[config.mk]
export PLATFORM = sky130hd
export DESIGN_NAME = fetch_sequencer
export DESIGN_NICKNAME = d
export VERILOG_FILES = /design/src/rtl/fetch_sequencer_pkg.sv /design/src/rtl/fetch_sequencer_next_pc.sv /design/src/rtl/fetch_sequencer.sv
export SDC_FILE = /design/constraint.sdc
export NUM_CORES = 1
export LEC_CHECK = 0
export ABC_AREA = 1
export CELL_PAD_IN_SITES_DETAIL_PLACEMENT = 2
export CELL_PAD_IN_SITES_GLOBAL_PLACEMENT = 2
export CORE_ASPECT_RATIO = 1.5
export CORE_MARGIN = 2
export CORE_UTILIZATION = 22
export DETAILED_ROUTE_END_ITERATION = 12
export PLACE_DENSITY = 0.78
export SLEW_MARGIN = 30
export SYNTH_ARGS = -nofsm -noshare
export SYNTH_HDL_FRONTEND = slang
export SYNTH_SLANG_ARGS = --single-unit
[constraint.sdc]
create_clock -name clk -period 1.3 [get_ports clk]
set_input_delay 0.195 -clock clk [delete_from_list [all_inputs] [get_ports clk]]
set_output_delay 0.195 -clock clk [all_outputs]
set_load 0.02 [all_outputs]
[src/rtl/fetch_sequencer_pkg.sv]
// Shared definitions for the fetch sequencer and ISA decoder: field layout,
// control opcodes and the sequencer state encoding.
package fetch_sequencer_pkg;

  localparam int ADDR_W  = 5;
  localparam int INSTR_W = 32;
  localparam int OPC_LSB = 0;
  localparam int OPC_W   = 7;
  localparam int TGT_LSB = 7;

  localparam logic [OPC_W-1:0] HALT_OP = 7'b1010101;
  localparam logic [OPC_W-1:0] JMP_OP  = 7'b1101111;
  localparam logic [OPC_W-1:0] BR_OP   = 7'b1100011;

  typedef logic [OPC_W-1:0] opcode_t;

  typedef enum logic [2:0] {
    IDLE,
    FETCH,
    ISSUE,
    WAIT_EX,
    HALTED
  } state_t;

  function automatic opcode_t get_opcode(input logic [INSTR_W-1:0] word);
    return word[OPC_LSB +: OPC_W];
  endfunction

  function automatic logic [ADDR_W-1:0] get_target(input logic [INSTR_W-1:0] word);
    return word[TGT_LSB +: ADDR_W];
  endfunction

endpackage

[src/rtl/fetch_sequencer_next_pc.sv]
// Next program address: jump/taken-branch target, otherwise pc+1 wrapping
// modulo 2^ADDR_W. Unknown opcodes fall through as sequential.
module next_pc_calc
  import fetch_sequencer_pkg::*;
(
  input  logic [OPC_W-1:0]  opcode,
  input  logic [ADDR_W-1:0] target,
  input  logic              br_cond,
  input  logic [ADDR_W-1:0] pc,
  output logic [ADDR_W-1:0] next_pc
);

  always_comb begin
    // NOTE: default assignment first so every path drives next_pc and no latch is inferred.
    next_pc = pc + ADDR_W'(1);
    if (opcode == JMP_OP || (opcode == BR_OP && br_cond)) begin
      next_pc = target;
    end
  end

endmodule

[src/rtl/fetch_sequencer.sv]
// Instruction sequencer: owns the pc, fetches over a req/ack handshake,
// issues one-cycle pulses to the datapath and redirects on jump/branch/halt.
module fetch_sequencer
  import fetch_sequencer_pkg::*;
(
  input  logic               clk,
  input  logic               reset,
  input  logic               start,
  output logic               imem_req,
  output logic [ADDR_W-1:0]  imem_addr,
  input  logic               imem_ack,
  input  logic [INSTR_W-1:0] imem_data,
  output logic [INSTR_W-1:0] instr,
  output logic               instr_valid,
  input  logic               ex_done,
  input  logic               br_cond,
  output logic [ADDR_W-1:0]  pc,
  output logic               halted,
  output logic               busy
);

  state_t            state;
  opcode_t           opcode;
  logic [ADDR_W-1:0] target;
  logic [ADDR_W-1:0] next_pc;

  assign opcode    = get_opcode(instr);
  assign target    = get_target(instr);
  assign imem_addr = pc;

  next_pc_calc u_next_pc (
    .opcode  (opcode),
    .target  (target),
    .br_cond (br_cond),
    .pc      (pc),
    .next_pc (next_pc)
  );

  // Outputs are registered alongside the state so they are valid for the whole
  // cycle the FSM spends in the corresponding state.
  always_ff @(posedge clk or posedge reset) begin
    if (reset) begin
      // NOTE: sequential state uses <= so every register samples pre-edge values.
      state       <= IDLE;
      pc          <= '0;
      instr       <= '0;
      imem_req    <= 1'b0;
      instr_valid <= 1'b0;
      halted      <= 1'b0;
      busy        <= 1'b0;
    end else begin
      case (state)
        IDLE: begin
          if (start) begin
            state    <= FETCH;
            imem_req <= 1'b1;
            busy     <= 1'b1;
          end
        end
        FETCH: begin
          if (imem_ack) begin
            instr       <= imem_data;
            imem_req    <= 1'b0;
            instr_valid <= 1'b1;
            state       <= ISSUE;
          end
        end
        ISSUE: begin
          instr_valid <= 1'b0;
          if (opcode == HALT_OP) begin
            state  <= HALTED;
            halted <= 1'b1;
            busy   <= 1'b0;
          end else begin
            state <= WAIT_EX;
          end
        end
        WAIT_EX: begin
          if (ex_done) begin
            pc       <= next_pc;
            imem_req <= 1'b1;
            state    <= FETCH;
          end
        end
        HALTED: begin
          state <= HALTED;
        end
        default: begin
          state       <= IDLE;
          imem_req    <= 1'b0;
          instr_valid <= 1'b0;
          halted      <= 1'b0;
          busy        <= 1'b0;
        end
      endcase
    end
  end

endmodule

==> flow_metrics.py <==
metrics = {
    "setup_path": {
        "cpPeakStageDelay_ps": 380,
        "worstPathArrival_ps": 1550,
        "path_max_fanout": 8,
        "critPathBufInv": 4,
        "start_kind": "flip-flop",
        "cp_cell_sequence": "inv_2, nor2_4, nand3_4, buf_12, buf_12, buf_6, o21ai_2",
        "cpMostUsedCell": "buf_12",
        "crit_slowest_cell": "dfrtp_1",
        "crit_family": "buffers and inverters",
        "end_kind": "flip-flop",
        "crit_type": "reg2reg",
        "cp.required_ps": 1520,
    },
    "timing": {
        "relSlewSlack_pct": 81.2,
        "worst-slew-pin-transition_ps": 283,
        "rsz0062_at_grt": "yes",
        "fmax_ghz": 0.748,
        "min_period_over_period_pct": 103,
        "setup_violations": 7,
        "final.setup_skew_ps": 7.59,
        "slew_viol_final": 0,
        "period_needed_ps": 1340,
        "fin_ws_ps": -36.8,
        "hold_viol": 0,
    },
    "global_routing": {
        "grt_usage_pct": 13.0,
        "grt_first_pass_wirelength_um": 11200,
        "overflow": 0,
        "antenna_found_initial": 0,
        "grt_max_degree": 45,
        "grt_pass1_vias": 2304,
    },
    "clocking": {
        "clockBufferDepth": 2,
        "hold_buffers": 0,
        "insertion_delay_ps": 290,
        "cts_sinks": 44,
        "cts-root-buf": "clkbuf_16",
        "clk_transition_reported_paths_ps": 60,
        "h-tree-depth": 2,
        "cts_tree": "done",
        "cts_made_buffers": 5,
    },
    "cells_and_area": {
        "num-nets-final": 404,
        "syn_to_final_growth_pct": 69.5,
        "post-route-util_pct": 38.2,
        "fill_cells": 1082,
        "drive_gt1_share_pct": 27.9,
        "insertedDiodeCount": 0,
    },
    "placement": {
        "routabilityCongestion": 0.758,
        "dp_slack_ps": -121,
        "dp_hpwl_um": 4830,
        "portBuffers": 83,
    },
    "logic_synthesis": {
        "synth_seq_cells": 44,
        "yosysWarnings": 0,
        "yosysSeqAreaShare_pct": 50.7,
        "synth_fp_nets": 298,
        "synth.distinct_cells": 23,
        "synth.avg_cell_area_um2": 8.38,
        "syn_inst": 259,
        "synth_area_um2": 2170,
    },
    "power_and_ir_drop": {
        "ir_drop_uv": 946,
        "power_density_nw_per_um2": 2390,
        "p_leak_nw": 1.91,
    },
    "detailed_routing": {
        "drt_iter0_drc": 40,
        "drt_pass1_iterations": 2,
        "routed_wl_um": 7100,
        "wl_per_cell_um": 14.8,
        "antenna_left": 0,
        "vias_per_cell": 4.35,
        "num_vias": 2093,
        "drcViolationCount": 0,
    },
    "floorplanning": {
        "dieArea_um2": 10700,
        "start_util_pct": 22.5,
        "chipHeight_um": 126,
        "core_area_um2": 9630,
        "io_pins": 84,
        "fp.dieW_um": 85.1,
        "fp-row-count": 44,
    },
    "flow_run": {
        "cap_viol_max_count": 0,
    },
    "run_status": {
        "failed_checks": "setup timing",
        "status": "complete, but fails checks",
    },
    "hold_path": {
        "hold_class": "in2async",
    },
}
[power breakdown]
group | total, mW | switching, mW | leakage [nW] | internal, mW
Sequential | 2.50 | 0.508 | 0.534 | 1.99
Clock | 1.44 | 0.534 | 0.0808 | 0.905
Combinational | 4.84 | 2.73 | 1.29 | 2.11
Total | 8.78 | 3.77 | 1.91 | 5.01
[cell families (layout without fill, tap and decap cells)]
group,after synthesis,count (layout),share of synthesized area [%]
AO/OA/AOI/OAI,34,34,11.0
adder cells (fa/ha/maj),1,1,0.577
buffers and inverters,59,166,13.3
flip-flops,44,44,50.7
AND/OR/NAND/NOR,119,119,23.6
XOR/XNOR,2,2,0.808
[final timing paths]
path | end | from | cells after the start | slack [ps]
worst min register to register | busy$_DFFE_PP0P_ | busy$_DFFE_PP0P_ | 2 | 480
max in group asynchronous | instr[11]$_DFFE_PP0P_ | reset | 3 | 790
worst max-delay path | instr[14]$_DFFE_PP0P_ | state[0]$_DFFE_PP0P_ | 7 | -40
min in group clk | instr[5]$_DFFE_PP0P_ | imem_data[5] | 3 | 450
worst min-delay path | imem_req$_DFFE_PP0P_ | reset | 3 | 260
worst max register to register | instr[14]$_DFFE_PP0P_ | state[0]$_DFFE_PP0P_ | 7 | -40
[what timing repair did]
action	CTS	global route
resized for setup	48	73
buffers inserted	2	2
cloned	1	4
pin swaps	2	4
endpoints found under the setup margin	67	48
[metal layers]
layer  up-vias  routed length, µm  GRT usage (%)
li1       1001                  -              -
met5         -                  0              0
met1      1030               2530           14.3
met4         0                120           4.20
met3         7                320           3.08
met2        55               4120           24.2
[area by class of cell]
type / instances / area [µm²] / area share (%)
timing repair buffer: 111 / 1130 / 30.9
sequential: 44 / 1100 / 30.0
multi-input combinational: 156 / 956 / 26.0
inverter: 47 / 176 / 4.80
tap: 115 / 144 / 3.91
clock buffer: 6 / 129 / 3.50
clock inverter: 2 / 35.0 / 0.953
[through the flow]
step | instances | setup TNS (ps) | area (µm²) | total power [mW] | hold slack, ps
4_1_cts | 475 | -521 | 3360 | 8.16 | 277
3_3_place_gp | 464 | -1380 | 3200 | 6.80 | 462
5_1_grt | 481 | -3700 | 3680 | 9.45 | 285
6_report | 481 | -120 | 3680 | 8.78 | 262
2_1_floorplan | 259 | 0 | 2170 | 4.93 | 326
3_5_place_dp | 464 | -2910 | 3200 | 6.98 | 477
[synthesized netlist by cell type, drive strengths merged]
master	instances	area share, %
nand4	2	0.58
nand3	21	5.1
nor2	23	5.1
nand3b	1	0.35
inv	47	8.1
o21ai	24	7.1
ha	1	0.58
xnor2	1	0.40
nand2	72	12
clkbuf	1	0.17
buf	11	5.0
a21oi	10	3.9
dfrtp	44	51
xor2	1	0.40
[worst min-delay path, stage by stage]
cell and delay, ps:
clkdlybuf4s50_1 420, inv_2 70, buf_12 230
[flip-flops by register name (all words and copies together), names as in the netlist]
register / flops
instr_valid: 1
imem_req: 1
halted: 1
imem_addr: 5
busy: 1
state: 3
instr: 32
[cell usage in the layout, fill, tap and decap left out, types with 2 or more instances in the layout]
| cell type | Yosys | routed |
|---|---|---|
| nand3_1 | 20 | 19 |
| nor2_2 | 4 | 6 |
| dfrtp_1 | 44 | 43 |
| inv_1 | 46 | 44 |
| buf_4 | 5 | 16 |
| o21ai_2 | 9 | 16 |
| dlygate4sd2_1 | 0 | 42 |
| buf_12 | 0 | 4 |
| inv_2 | 1 | 3 |
| a21oi_2 | 9 | 9 |
| clkbuf_16 | 0 | 9 |
| nand2_1 | 72 | 52 |
| nor2_1 | 17 | 8 |
| o21ai_1 | 4 | 7 |
| clkdlybuf4s15_1 | 0 | 3 |
| nand2_4 | 0 | 6 |
| clkdlybuf4s50_1 | 0 | 37 |
| nand4_1 | 2 | 2 |
| nand2_2 | 0 | 14 |
| nor2_4 | 2 | 9 |
| buf_6 | 5 | 3 |
No activity file was read; power rests on OpenSTA's default activity.
